==> src/rtl/exe_stage_pipe_if.sv <==
// Handshake and data bundle for the execute stage: upstream instruction side and
// downstream MEM-stage side. The stage uses the slave modport.
interface exe_stage_pipe_if #(
    parameter int WIDTH     = 32,
    parameter int IMM_WIDTH = 24,
    parameter int CTRL_W    = 8
);
    logic                 flush;
    logic                 in_valid;
    logic                 in_ready;
    logic [3:0]           exe_cmd;
    logic                 mem_r_en;
    logic                 mem_w_en;
    logic [WIDTH-1:0]     pc;
    logic [WIDTH-1:0]     val_rn;
    logic [WIDTH-1:0]     val_rm;
    logic [WIDTH-1:0]     val_acc;
    logic                 imm;
    logic [11:0]          shift_operand;
    logic [IMM_WIDTH-1:0] signed_imm;
    logic [3:0]           sr;
    logic [CTRL_W-1:0]    ctrl_in;

    logic                 out_valid;
    logic                 out_ready;
    logic [WIDTH-1:0]     alu_result;
    logic [WIDTH-1:0]     br_addr;
    logic [3:0]           status;
    logic                 out_mem_r_en;
    logic                 out_mem_w_en;
    logic [WIDTH-1:0]     out_store_data;
    logic [CTRL_W-1:0]    ctrl_out;

    modport master (
        output flush, in_valid, exe_cmd, mem_r_en, mem_w_en, pc, val_rn, val_rm,
               val_acc, imm, shift_operand, signed_imm, sr, ctrl_in, out_ready,
        input  in_ready, out_valid, alu_result, br_addr, status, out_mem_r_en,
               out_mem_w_en, out_store_data, ctrl_out
    );

    modport slave (
        input  flush, in_valid, exe_cmd, mem_r_en, mem_w_en, pc, val_rn, val_rm,
               val_acc, imm, shift_operand, signed_imm, sr, ctrl_in, out_ready,
        output in_ready, out_valid, alu_result, br_addr, status, out_mem_r_en,
               out_mem_w_en, out_store_data, ctrl_out
    );
endinterface

==> src/rtl/exe_stage_pipe.sv <==
// Registered ARM execute stage: operand-2 shifter, ALU with flags, branch target
// adder and an iterative MUL/MLA unit, feeding a valid/ready output register.
module exe_stage_pipe #(
    parameter int WIDTH          = 32,
    parameter int IMM_WIDTH      = 24,
    parameter int BITS_PER_CYCLE = 2,
    parameter int CTRL_W         = 8
) (
    input logic           clk,
    input logic           rst,
    exe_stage_pipe_if.slave bus
);
    localparam int N     = WIDTH / BITS_PER_CYCLE;
    localparam int CNT_W = (N > 1) ? $clog2(N) : 1;

    localparam logic [3:0] CMD_MOV = 4'b0001;
    localparam logic [3:0] CMD_ADD = 4'b0010;
    localparam logic [3:0] CMD_ADC = 4'b0011;
    localparam logic [3:0] CMD_SUB = 4'b0100;
    localparam logic [3:0] CMD_SBC = 4'b0101;
    localparam logic [3:0] CMD_AND = 4'b0110;
    localparam logic [3:0] CMD_ORR = 4'b0111;
    localparam logic [3:0] CMD_EOR = 4'b1000;
    localparam logic [3:0] CMD_MVN = 4'b1001;
    localparam logic [3:0] CMD_MUL = 4'b1010;
    localparam logic [3:0] CMD_MLA = 4'b1011;

    typedef enum logic [1:0] {EMPTY, BUSY, FULL} state_t;

    state_t               state;
    logic                 out_valid_q;
    logic [WIDTH-1:0]     alu_result_q;
    logic [WIDTH-1:0]     br_addr_q;
    logic [3:0]           status_q;
    logic                 mem_r_en_q;
    logic                 mem_w_en_q;
    logic [WIDTH-1:0]     store_data_q;
    logic [CTRL_W-1:0]    ctrl_q;

    logic [WIDTH-1:0]     mcand;
    logic [WIDTH-1:0]     mplier;
    logic [WIDTH-1:0]     macc;
    logic [CNT_W-1:0]     cnt;
    logic [1:0]           mul_cv;

    logic                 accept;
    logic                 is_mul;
    logic [WIDTH-1:0]     val2;
    logic [WIDTH-1:0]     b_op;
    logic                 cin;
    logic [WIDTH:0]       sum;
    logic [WIDTH-1:0]     alu_res;
    logic [3:0]           alu_flags;
    logic [WIDTH-1:0]     br_target;
    logic [WIDTH-1:0]     partial;
    logic [WIDTH-1:0]     macc_next;

    function automatic logic [WIDTH-1:0] ror(input logic [WIDTH-1:0] x, input logic [5:0] s);
        logic [2*WIDTH-1:0] d;
        d = {x, x} >> (int'(s) % WIDTH);
        return d[WIDTH-1:0];
    endfunction

    assign bus.in_ready       = (state == EMPTY) || ((state == FULL) && bus.out_ready);
    assign accept             = bus.in_valid && bus.in_ready && !bus.flush;
    assign is_mul             = (bus.exe_cmd == CMD_MUL) || (bus.exe_cmd == CMD_MLA);

    assign bus.out_valid      = out_valid_q;
    assign bus.alu_result     = alu_result_q;
    assign bus.br_addr        = br_addr_q;
    assign bus.status         = status_q;
    assign bus.out_mem_r_en   = mem_r_en_q;
    assign bus.out_mem_w_en   = mem_w_en_q;
    assign bus.out_store_data = store_data_q;
    assign bus.ctrl_out       = ctrl_q;

    assign br_target = bus.pc + ({{(WIDTH-IMM_WIDTH){bus.signed_imm[IMM_WIDTH-1]}}, bus.signed_imm} << 2);

    // Operand 2: memory offsets win over the immediate/register forms.
    always_comb begin
        val2 = '0;
        if (bus.mem_r_en || bus.mem_w_en) begin
            val2 = {{(WIDTH-12){1'b0}}, bus.shift_operand};
        end else if (bus.imm) begin
            val2 = ror({{(WIDTH-8){1'b0}}, bus.shift_operand[7:0]},
                       {1'b0, bus.shift_operand[11:8], 1'b0});
        end else begin
            case (bus.shift_operand[6:5])
                2'b00:   val2 = bus.val_rm << bus.shift_operand[11:7];
                2'b01:   val2 = bus.val_rm >> bus.shift_operand[11:7];
                2'b10:   val2 = $signed(bus.val_rm) >>> bus.shift_operand[11:7];
                default: val2 = ror(bus.val_rm, {1'b0, bus.shift_operand[11:7]});
            endcase
        end
    end

    // Subtraction reuses the adder as rn + ~val2 + carry-in, so C is "no borrow".
    always_comb begin
        b_op = ((bus.exe_cmd == CMD_SUB) || (bus.exe_cmd == CMD_SBC)) ? ~val2 : val2;
        case (bus.exe_cmd)
            CMD_ADC, CMD_SBC: cin = bus.sr[1];
            CMD_SUB:          cin = 1'b1;
            default:          cin = 1'b0;
        endcase
        sum = {1'b0, bus.val_rn} + {1'b0, b_op} + {{WIDTH{1'b0}}, cin};
    end

    always_comb begin
        alu_res   = '0;
        alu_flags = bus.sr;
        case (bus.exe_cmd)
            CMD_MOV: alu_res = val2;
            CMD_MVN: alu_res = ~val2;
            CMD_AND: alu_res = bus.val_rn & val2;
            CMD_ORR: alu_res = bus.val_rn | val2;
            CMD_EOR: alu_res = bus.val_rn ^ val2;
            CMD_ADD, CMD_ADC, CMD_SUB, CMD_SBC: alu_res = sum[WIDTH-1:0];
            default: alu_res = '0;
        endcase
        case (bus.exe_cmd)
            CMD_MOV, CMD_MVN, CMD_AND, CMD_ORR, CMD_EOR:
                alu_flags = {alu_res[WIDTH-1], alu_res == '0, bus.sr[1:0]};
            CMD_ADD, CMD_ADC, CMD_SUB, CMD_SBC:
                alu_flags = {alu_res[WIDTH-1], alu_res == '0, sum[WIDTH],
                             (bus.val_rn[WIDTH-1] == b_op[WIDTH-1]) &&
                             (sum[WIDTH-1] != bus.val_rn[WIDTH-1])};
            default: alu_flags = bus.sr;
        endcase
    end

    assign partial   = mcand * {{(WIDTH-BITS_PER_CYCLE){1'b0}}, mplier[BITS_PER_CYCLE-1:0]};
    assign macc_next = macc + partial;

    // Control FSM plus output register; sideband is captured at accept time so
    // a multiply only has to fill in alu_result/status when it completes.
    always_ff @(posedge clk or posedge rst) begin
        if (rst) begin
            state        <= EMPTY;
            out_valid_q  <= 1'b0;
            alu_result_q <= '0;
            br_addr_q    <= '0;
            status_q     <= '0;
            mem_r_en_q   <= 1'b0;
            mem_w_en_q   <= 1'b0;
            store_data_q <= '0;
            ctrl_q       <= '0;
            mcand        <= '0;
            mplier       <= '0;
            macc         <= '0;
            cnt          <= '0;
            mul_cv       <= '0;
        end else if (bus.flush) begin
            state       <= EMPTY;
            out_valid_q <= 1'b0;
        end else if (accept) begin
            br_addr_q    <= br_target;
            mem_r_en_q   <= bus.mem_r_en;
            mem_w_en_q   <= bus.mem_w_en;
            store_data_q <= bus.val_rm;
            ctrl_q       <= bus.ctrl_in;
            if (is_mul) begin
                state       <= BUSY;
                out_valid_q <= 1'b0;
                mcand       <= bus.val_rn;
                mplier      <= bus.val_rm;
                macc        <= (bus.exe_cmd == CMD_MLA) ? bus.val_acc : '0;
                cnt         <= '0;
                mul_cv      <= bus.sr[1:0];
            end else begin
                state        <= FULL;
                out_valid_q  <= 1'b1;
                alu_result_q <= alu_res;
                status_q     <= alu_flags;
            end
        end else begin
            case (state)
                BUSY: begin
                    mcand  <= mcand << BITS_PER_CYCLE;
                    mplier <= mplier >> BITS_PER_CYCLE;
                    macc   <= macc_next;
                    cnt    <= cnt + 1'b1;
                    if (cnt == CNT_W'(N-1)) begin
                        state        <= FULL;
                        out_valid_q  <= 1'b1;
                        alu_result_q <= macc_next;
                        status_q     <= {macc_next[WIDTH-1], macc_next == '0, mul_cv};
                    end
                end
                FULL: begin
                    if (bus.out_ready) begin
                        state       <= EMPTY;
                        out_valid_q <= 1'b0;
                    end
                end
                default: ;
            endcase
        end
    end
endmodule

==> src/flat_wrapper.sv <==
// flat-port wrapper written by rule: the top's interface ports become plain ports
module exe_stage_pipe_flat 
#(
    parameter int WIDTH          = 32,
    parameter int IMM_WIDTH      = 24,
    parameter int BITS_PER_CYCLE = 2,
    parameter int CTRL_W         = 8
)
  (clk, rst, bus_flush, bus_in_valid, bus_exe_cmd, bus_mem_r_en, bus_mem_w_en, bus_pc, bus_val_rn, bus_val_rm, bus_val_acc, bus_imm, bus_shift_operand, bus_signed_imm, bus_sr, bus_ctrl_in, bus_out_ready, bus_in_ready, bus_out_valid, bus_alu_result, bus_br_addr, bus_status, bus_out_mem_r_en, bus_out_mem_w_en, bus_out_store_data, bus_ctrl_out);
  exe_stage_pipe_if #(.WIDTH(WIDTH), .IMM_WIDTH(IMM_WIDTH), .CTRL_W(CTRL_W)) bus_i ();
  input logic clk;
  input logic rst;
  input wire logic [$bits(bus_i.flush)-1:0] bus_flush;
  input wire logic [$bits(bus_i.in_valid)-1:0] bus_in_valid;
  input wire logic [$bits(bus_i.exe_cmd)-1:0] bus_exe_cmd;
  input wire logic [$bits(bus_i.mem_r_en)-1:0] bus_mem_r_en;
  input wire logic [$bits(bus_i.mem_w_en)-1:0] bus_mem_w_en;
  input wire logic [$bits(bus_i.pc)-1:0] bus_pc;
  input wire logic [$bits(bus_i.val_rn)-1:0] bus_val_rn;
  input wire logic [$bits(bus_i.val_rm)-1:0] bus_val_rm;
  input wire logic [$bits(bus_i.val_acc)-1:0] bus_val_acc;
  input wire logic [$bits(bus_i.imm)-1:0] bus_imm;
  input wire logic [$bits(bus_i.shift_operand)-1:0] bus_shift_operand;
  input wire logic [$bits(bus_i.signed_imm)-1:0] bus_signed_imm;
  input wire logic [$bits(bus_i.sr)-1:0] bus_sr;
  input wire logic [$bits(bus_i.ctrl_in)-1:0] bus_ctrl_in;
  input wire logic [$bits(bus_i.out_ready)-1:0] bus_out_ready;
  output wire logic [$bits(bus_i.in_ready)-1:0] bus_in_ready;
  output wire logic [$bits(bus_i.out_valid)-1:0] bus_out_valid;
  output wire logic [$bits(bus_i.alu_result)-1:0] bus_alu_result;
  output wire logic [$bits(bus_i.br_addr)-1:0] bus_br_addr;
  output wire logic [$bits(bus_i.status)-1:0] bus_status;
  output wire logic [$bits(bus_i.out_mem_r_en)-1:0] bus_out_mem_r_en;
  output wire logic [$bits(bus_i.out_mem_w_en)-1:0] bus_out_mem_w_en;
  output wire logic [$bits(bus_i.out_store_data)-1:0] bus_out_store_data;
  output wire logic [$bits(bus_i.ctrl_out)-1:0] bus_ctrl_out;
  assign bus_i.flush = bus_flush;
  assign bus_i.in_valid = bus_in_valid;
  assign bus_i.exe_cmd = bus_exe_cmd;
  assign bus_i.mem_r_en = bus_mem_r_en;
  assign bus_i.mem_w_en = bus_mem_w_en;
  assign bus_i.pc = bus_pc;
  assign bus_i.val_rn = bus_val_rn;
  assign bus_i.val_rm = bus_val_rm;
  assign bus_i.val_acc = bus_val_acc;
  assign bus_i.imm = bus_imm;
  assign bus_i.shift_operand = bus_shift_operand;
  assign bus_i.signed_imm = bus_signed_imm;
  assign bus_i.sr = bus_sr;
  assign bus_i.ctrl_in = bus_ctrl_in;
  assign bus_i.out_ready = bus_out_ready;
  assign bus_in_ready = bus_i.in_ready;
  assign bus_out_valid = bus_i.out_valid;
  assign bus_alu_result = bus_i.alu_result;
  assign bus_br_addr = bus_i.br_addr;
  assign bus_status = bus_i.status;
  assign bus_out_mem_r_en = bus_i.out_mem_r_en;
  assign bus_out_mem_w_en = bus_i.out_mem_w_en;
  assign bus_out_store_data = bus_i.out_store_data;
  assign bus_ctrl_out = bus_i.ctrl_out;
  exe_stage_pipe #(.WIDTH(WIDTH), .IMM_WIDTH(IMM_WIDTH), .BITS_PER_CYCLE(BITS_PER_CYCLE), .CTRL_W(CTRL_W)) u_core (.clk(clk), .rst(rst), .bus(bus_i));
endmodule
==> config.mk <==
export PLATFORM = sky130hd
export DESIGN_NAME = exe_stage_pipe_flat
export DESIGN_NICKNAME = d
export VERILOG_FILES = /design/src/rtl/exe_stage_pipe_if.sv /design/src/rtl/exe_stage_pipe.sv /design/src/flat_wrapper.sv
export SDC_FILE = /design/constraint.sdc
export NUM_CORES = 1
export LEC_CHECK = 0
export CAP_MARGIN = 0
export CORE_UTILIZATION = 40
export DETAILED_ROUTE_END_ITERATION = 10
export PLACE_DENSITY = 0.66
export SLEW_MARGIN = 20
export SYNTH_ARGS = -nofsm -noshare
export SYNTH_HDL_FRONTEND = slang
export SYNTH_SLANG_ARGS = --single-unit
==> constraint.sdc <==
create_clock -name clk -period 8.8 [get_ports clk]
set_clock_uncertainty 0.05 [all_clocks]
set_input_delay 1.76 -clock clk [delete_from_list [all_inputs] [get_ports clk]]
set_output_delay 1.76 -clock clk [all_outputs]
set_load 0.1 [all_outputs]
==> results.md, run 1 <==
* Grt ovf at 0
* Cell-by-cell listing of the critical path: clkdlybuf4s50_1 -> mux4_1 -> mux4_2 -> a21oi_1 -> o221a_2 -> o31ai_2 -> inv_1 -> xnor2_1 -> fa_1 -> inv_1 -> fa_1 -> nor2b_1 -> o31ai_1 -> a31oi_1 -> a31oi_1 -> o21ai_0 -> mux2_2 -> nand4b_1 -> or4bb_1 -> nor4_1 -> buf_4 -> nor4bb_1 -> a41oi_1 -> o31ai_1
* Total CTS buffers at 27
* DRC at 0
* Outcome: completed
* Crit share post-route at 97.24%
* Worst EP required at 9.23 ns
* Syn Nets at between 3000 and 4000
* Buffers on Ports at 299
* Vias per Instance at 6.191
* Crit start category: input pin
* Pre-antenna DRT Iters at 6
* Antenna diode count at 0
* TritonCTS clock tree: done
* Hold Vio Cnt, Final at 0
* CTS sink cnt at around 210
* Worst Setup EP: u_core.bus.status[2]$_DFFE_PP0P_
* Crit Reg-Reg Endpoint: u_core.bus.status[2]$_DFFE_PP0P_
* MaxCap Viol Count at 0
* Routed len/inst at 26.15 um
* Maximum VDD drop at 0.0003383 V
* Layout cells sized above 1 at between 10% and 20%
* Share of the yosys chip area belonging to registers at 23.09%
* Number of synthesized flops with an enable pin at 0
* Placed cell areas at 27370 um^2
* Ys Warns at 0
* Clock tree root buffer cell: clkbuf_16
* Final worst slack at 0.2426 ns
* Syn-to-layout area delta at 21.79%
* Worst slack at placement at -0.05213 ns
* DPL Wire Length at 80320 um
* Overall Power at 9.267 mW
* CP Class: in -> reg
* Hold depth at 2
* Min-delay src: u_core.bus.alu_result[13]$_DFFE_PP0P_
* Commonest non-fill, non-tap cell in the layout: nand2_1
* Post-cts resize count at 0
* CTS max path bufs at 3
* # rows at just under 90
* Post-CTS Setup Bufs at 0
* Clk_lat worst skew at 0.58 ns
* Critical Path Start: bus_val_rm[29]
* Lkg Pwr at between 10 and 15 nW
* Worst R2R Start: u_core.mplier[0]$_DFFE_PP0P_
* Routed Antenna Nets at 0
* Pins Over Slew Limit at 0
* #FFs+latches synth at 214
* Buffers & Inverters on Critical Path at 4
* Critical Path AT at around 9.0 ns
* R2r worst-path depth at 19
* Critical Path Max Stage Delay at 0.69 ns
* RSZ-0062 raised after global routing: false
* Finished Cell Area at approximately 28000 um^2
* NumNets Final at 3568
* Final non-filler cell total at 3964
* Worst-margin pin slew at 1.133 ns
* Total number of vias at 24540
* Synth Instances at 2922
* CP endpoint kind: register
* Endpoints failing setup at 0
* Die Span Y at 242.8 um
* Max Freq at between 100 and 150 MHz
* Initial DRC Count at 2707
* Post-CTS Hold Buffers at 0
* Critical Path Stages at 24
* Dpl cells at roughly 3900
* Full die area at 58950 um^2
* Total wire length at 103700 um
* Commonest cells after routing, fill and taps aside: nand2_1, clkdlybuf4s50_1, nor2_1
* Slew Limit Headroom at 24.22%
* Top FF cell, synth: dfrtp_1
* Top delay family on crit path: compound AO/OA/AOI/OAI gates
* Worst-path clk slew at 0.06 ns
* Worst-path fanout max at 9
* Mean Syn Cell Area at 7.937 um^2
* Initial antenna violation count at 3
* Distinct cells, synth at slightly above 100
* Layout Utilization at 49.71%
* Initial Util at 40.82%
* Slowest-stage cell, CP: mux4_1
* Mapped Area at 23190 um^2
* Vias in the first global route at 23880
* Pwr dens at about 330 nW/um^2
* RePlAce Congestion at between 1 and 1.5
* WHS at 0.4173 ns
* Core footprint at 56820 um^2
* Chip width at 242.8 um
* Setup TNS at 0 ns
* H-tree Lvls at 1
* I/O pins at 300
* Worst Hold Class: reg -> reg
* First-pass GRT wire length at 154900 um
* Fin crit period at 8.557 ns
* Largest net degree at the start of global routing at between 150 and 200
* All-Layer GR Usage at 34.43%
* R2R setup slack at 3.29 ns
* Share of flip-flops with an asynchronous set or reset at 100.0%
tightest hold or removal path, delay by kind of cell, from the launching register on:
kind             cells  cell delay [ns]
AND/OR/NAND/NOR      2             0.10
flip-flops           1             0.34
power by group:
| group | internal, mW | switching [mW] |
|---|---|---|
| sequential | 1.32 | 0.241 |
| combinational | 2.23 | 4.36 |
| clock | 0.641 | 0.478 |
| total | 4.19 | 5.08 |
sequential cells by signal, summed over array words and instances (netlist names):
register                   count
u_core.bus.br_addr            32
u_core.mcand                  32
u_core.mul_cv                  2
u_core.macc                   32
u_core.bus.ctrl_out            8
u_core.mplier                 32
u_core.state                   2
u_core.cnt                     4
u_core.bus.status              4
u_core.bus.out_mem_w_en        1
u_core.bus.alu_result         32
u_core.bus.out_store_data     32
u_core.bus.out_mem_r_en        1
layout make-up:
cell class	instances	area, um^2
inverters	200	758.2
multi-input cells	2312	16260
well taps	756	945.9
flip-flops and latches	214	5355
fillers	5476	28580
repair buffers	434	4056
clock buffers	38	767.0
clock inverters	10	106.4
cells in the mapped netlist, types with 9 or more instances:
cell type / number / area (um^2)
dfrtp_1: 214 / 5355
o21a_1: 22 / 165.2
clkbuf_1: 144 / 540.5
o22ai_1: 14 / 87.58
o211ai_1: 26 / 195.2
a21oi_1: 191 / 955.9
xnor2_1: 63 / 551.8
nor4_1: 10 / 62.56
fa_1: 34 / 680.7
nand2b_1: 16 / 100.1
and2_1: 21 / 131.4
nor2_1: 253 / 949.7
mux4_2: 57 / 1284
a211oi_1: 66 / 495.5
o31ai_1: 25 / 187.7
xor2_1: 63 / 551.8
buf_2: 17 / 85.08
a211o_1: 9 / 78.83
nand3_1: 53 / 265.3
or2_2: 10 / 62.56
a22oi_1: 16 / 120.1
nor2b_1: 27 / 168.9
a221oi_1: 24 / 210.2
a222oi_1: 11 / 110.1
inv_1: 197 / 739.5
or3_1: 14 / 87.58
nand4_1: 15 / 93.84
a31oi_1: 84 / 525.5
nor3_1: 26 / 130.1
o21bai_1: 13 / 97.59
mux2i_1: 62 / 620.6
and3_1: 19 / 118.9
buf_6: 12 / 135.1
a21o_1: 44 / 330.3
buf_1: 15 / 56.30
mux2_2: 36 / 405.4
nand2_1: 511 / 1918
o21ai_0: 150 / 750.7
ha_1: 157 / 1964
how the worst min path moves through the flow:
stage                                                  endpoint  slack (ns)
after floorplan                   u_core.mplier[30]$_DFFE_PP0P_        0.40
after global placement     u_core.bus.alu_result[9]$_DFFE_PP0P_        0.40
after detailed placement  u_core.bus.alu_result[23]$_DFFE_PP0P_        0.41
after CTS                 u_core.bus.alu_result[23]$_DFFE_PP0P_        0.42
after global routing      u_core.bus.alu_result[23]$_DFFE_PP0P_        0.43
final                     u_core.bus.alu_result[13]$_DFFE_PP0P_        0.42
kinds of logic after synthesis:
| kind of cell | Yosys count | share of synthesized area, % |
|---|---|---|
| mux | 168 | 11.14 |
| buf+inv | 396 | 7.105 |
| xor+xnor | 126 | 4.758 |
| flops | 214 | 23.09 |
| compound gates | 810 | 23.32 |
| simple gates | 1017 | 19.19 |
| fa+ha+maj | 191 | 11.40 |
metal layers:
metal / share of wire [%] / GRT usage, %
met5: 0.024 / 0
met4: 4.5 / 13.45
met3: 9.4 / 8.083
met2: 44 / 52.45
met1: 42 / 46.97
No activity file was read; power rests on OpenSTA's default activity.
==> inputs of run 2 (changes only) <==
--- a/config.mk
+++ b/config.mk
@@ -6,6 +6,7 @@
 export NUM_CORES = 1
 export LEC_CHECK = 0
 export CAP_MARGIN = 0
+export CORE_ASPECT_RATIO = 1.25
 export CORE_UTILIZATION = 40
 export DETAILED_ROUTE_END_ITERATION = 10
 export PLACE_DENSITY = 0.66
==> run 2 against run 1 <==
Compared with the run above: via count down 1.7%; maximum frequency up 6.0%; critical path depth up 1.
==> results.md, run 2 (synthesis gave the netlist of run 1 again) <==
* Slew Limit Headroom at 22.64% (-1.6 points)
* Vias per Instance at 6.087 (-1.7%)
* All-Layer GR Usage at 33.63% (-0.80 points)
* H-tree Lvls at 1 (unchanged)
* Post-cts resize count at 0 (unchanged)
* Maximum VDD drop at 0.0002754 V (-19%)
* Post-CTS Setup Bufs at 0 (unchanged)
* Grt ovf at 0 (unchanged)
* Full die area at 58950 um^2 (about the same)
* Clk_lat worst skew at 0.59 ns (about the same)
* Total CTS buffers at 26 (-3.7%)
* MaxCap Viol Count at 0 (unchanged)
* Initial DRC Count at 2501 (-7.6%)
* Lkg Pwr at 12.69 nW (about the same)
* Slowest-stage cell, CP: mux4_2
* Overall Power at 9.272 mW (about the same)
* R2R setup slack at 2.51 ns (-0.78 ns)
* Pwr dens at 328.5 nW/um^2 (+0.13%)
* Worst EP required at 9.24 ns (about the same)
* Top delay family on crit path: compound AO/OA/AOI/OAI gates
* Vias in the first global route at 23940 (+0.26%)
* Layout cells sized above 1 at 10.27% (+0.21 points)
* Post-CTS Hold Buffers at 0 (unchanged)
* Commonest non-fill, non-tap cell in the layout: nand2_1
* Die Span Y at 271.2 um (+12%)
* Fin crit period at 8.074 ns (-0.4835 ns)
* Initial Util at 40.50% (-0.31 points)
* DRC at 0 (unchanged)
* Crit start category: input pin
* Total wire length at 100400 um (-3.1%)
* Crit share post-route at 91.75% (-5.5 points)
* RSZ-0062 raised after global routing: false
* CTS sink cnt at 214 (unchanged)
* Worst-margin pin slew at 1.160 ns (+0.02728 ns)
* Antenna diode count at 0 (unchanged)
* Worst-path clk slew at 0.07 ns (about the same)
* Commonest cells after routing, fill and taps aside: nand2_1, clkdlybuf4s50_1, nor2_1
* CP Class: in -> reg
* Routed len/inst at 25.34 um (-3.1%)
* Endpoints failing setup at 0 (unchanged)
* Outcome: completed
* Worst-path fanout max at 27 (+18)
* Setup TNS at 0 ns (unchanged)
* Buffers & Inverters on Critical Path at 4 (unchanged)
* Largest net degree at the start of global routing at 187 (unchanged)
* Buffers on Ports at 299 (unchanged)
* Worst Hold Class: reg -> reg
* Routed Antenna Nets at 0 (unchanged)
* RePlAce Congestion at 1.039 (about the same)
* Placed cell areas at 27350 um^2 (about the same)
* NumNets Final at 3572 (+0.11%)
* Max Freq at 123.9 MHz (+6.0%)
* Hold Vio Cnt, Final at 0 (unchanged)
* Critical Path Most Common Cell: buf_4
* First-pass GRT wire length at 150600 um (-2.8%)
* Core footprint at 57260 um^2 (+0.78%)
* Total number of vias at 24120 (-1.7%)
* Pins Over Slew Limit at 0 (unchanged)
* Initial antenna violation count at 0 (-3)
* # rows at 98 (+13%)
* CTS max path bufs at 3 (unchanged)
* I/O pins at 300 (unchanged)
* Finished Cell Area at 28230 um^2 (about the same)
* Pre-antenna DRT Iters at 8 (+2)
* CP endpoint kind: register
* Clock tree root buffer cell: clkbuf_16
* Syn-to-layout area delta at 21.70% (about the same)
* DPL Wire Length at 78430 um (-2.4%)
* TritonCTS clock tree: done
* Chip width at 217.4 um (-10%)
* Critical Path AT at 8.51 ns (-0.48 ns)
* Critical Path Max Stage Delay at 0.57 ns (-0.12 ns)
-- run 2: worst paths after layout --
| kind | start | endpoint | depth (start not counted) |
|---|---|---|---|
| setup / recovery | bus_shift_operand[7] | u_core.bus.status[2]$_DFFE_PP0P_ | 25 |
| hold / removal | u_core.bus.alu_result[19]$_DFFE_PP0P_ | u_core.bus.alu_result[19]$_DFFE_PP0P_ | 2 |
| setup reg to reg | u_core.mplier[0]$_DFFE_PP0P_ | u_core.bus.status[2]$_DFFE_PP0P_ | 17 |
| hold reg to reg | u_core.bus.alu_result[19]$_DFFE_PP0P_ | u_core.bus.alu_result[19]$_DFFE_PP0P_ | 2 |
| max in group asynchronous | rst | u_core.mcand[8]$_DFFE_PP0P_ | 3 |
| min in group asynchronous | rst | u_core.bus.br_addr[22]$_DFFE_PP0P_ | 2 |
-- run 2: layout make-up --
cell class | count | area (um^2)
Fill cell | 5585 | 29040
Multi-Input combinational cell | 2312 | 16250
Sequential cell | 214 | 5355
Timing Repair Buffer | 439 | 4076
Tap cell | 750 | 938.4
Inverter | 200 | 758.2
Clock buffer | 31 | 699.4
Clock inverter | 16 | 152.6
-- run 2: tightest hold or removal path, delay by kind of cell (launching register included) --
family | cells | cell delay (ns)
flops | 1 | 0.35
simple gates | 2 | 0.10
-- run 2: report_power, final --
| part | switching [mW] | internal, mW |
|---|---|---|
| clock | 0.480 | 0.605 |
| combinational | 4.38 | 2.24 |
| sequential | 0.248 | 1.32 |
-- run 2: metal layers --
layer	global-route usage, %	wire [um]
met5	0	0
met4	21.15	7395
met3	4.583	6311
met2	58.24	49030
met1	38.98	37670
-- run 2: through the flow --
stage	setup slack, ns	hold WS [ns]	instances	util (%)
2_1_floorplan	1.139	0.3997	2922	-
3_3_place_gp	0.3861	0.4044	3914	47.76
3_5_place_dp	0.2354	0.4124	3914	47.76
4_1_cts	0.8133	0.4276	3961	49.24
5_1_grt	0.3922	0.4469	3962	49.29
6_report	0.7261	0.4275	3962	49.29
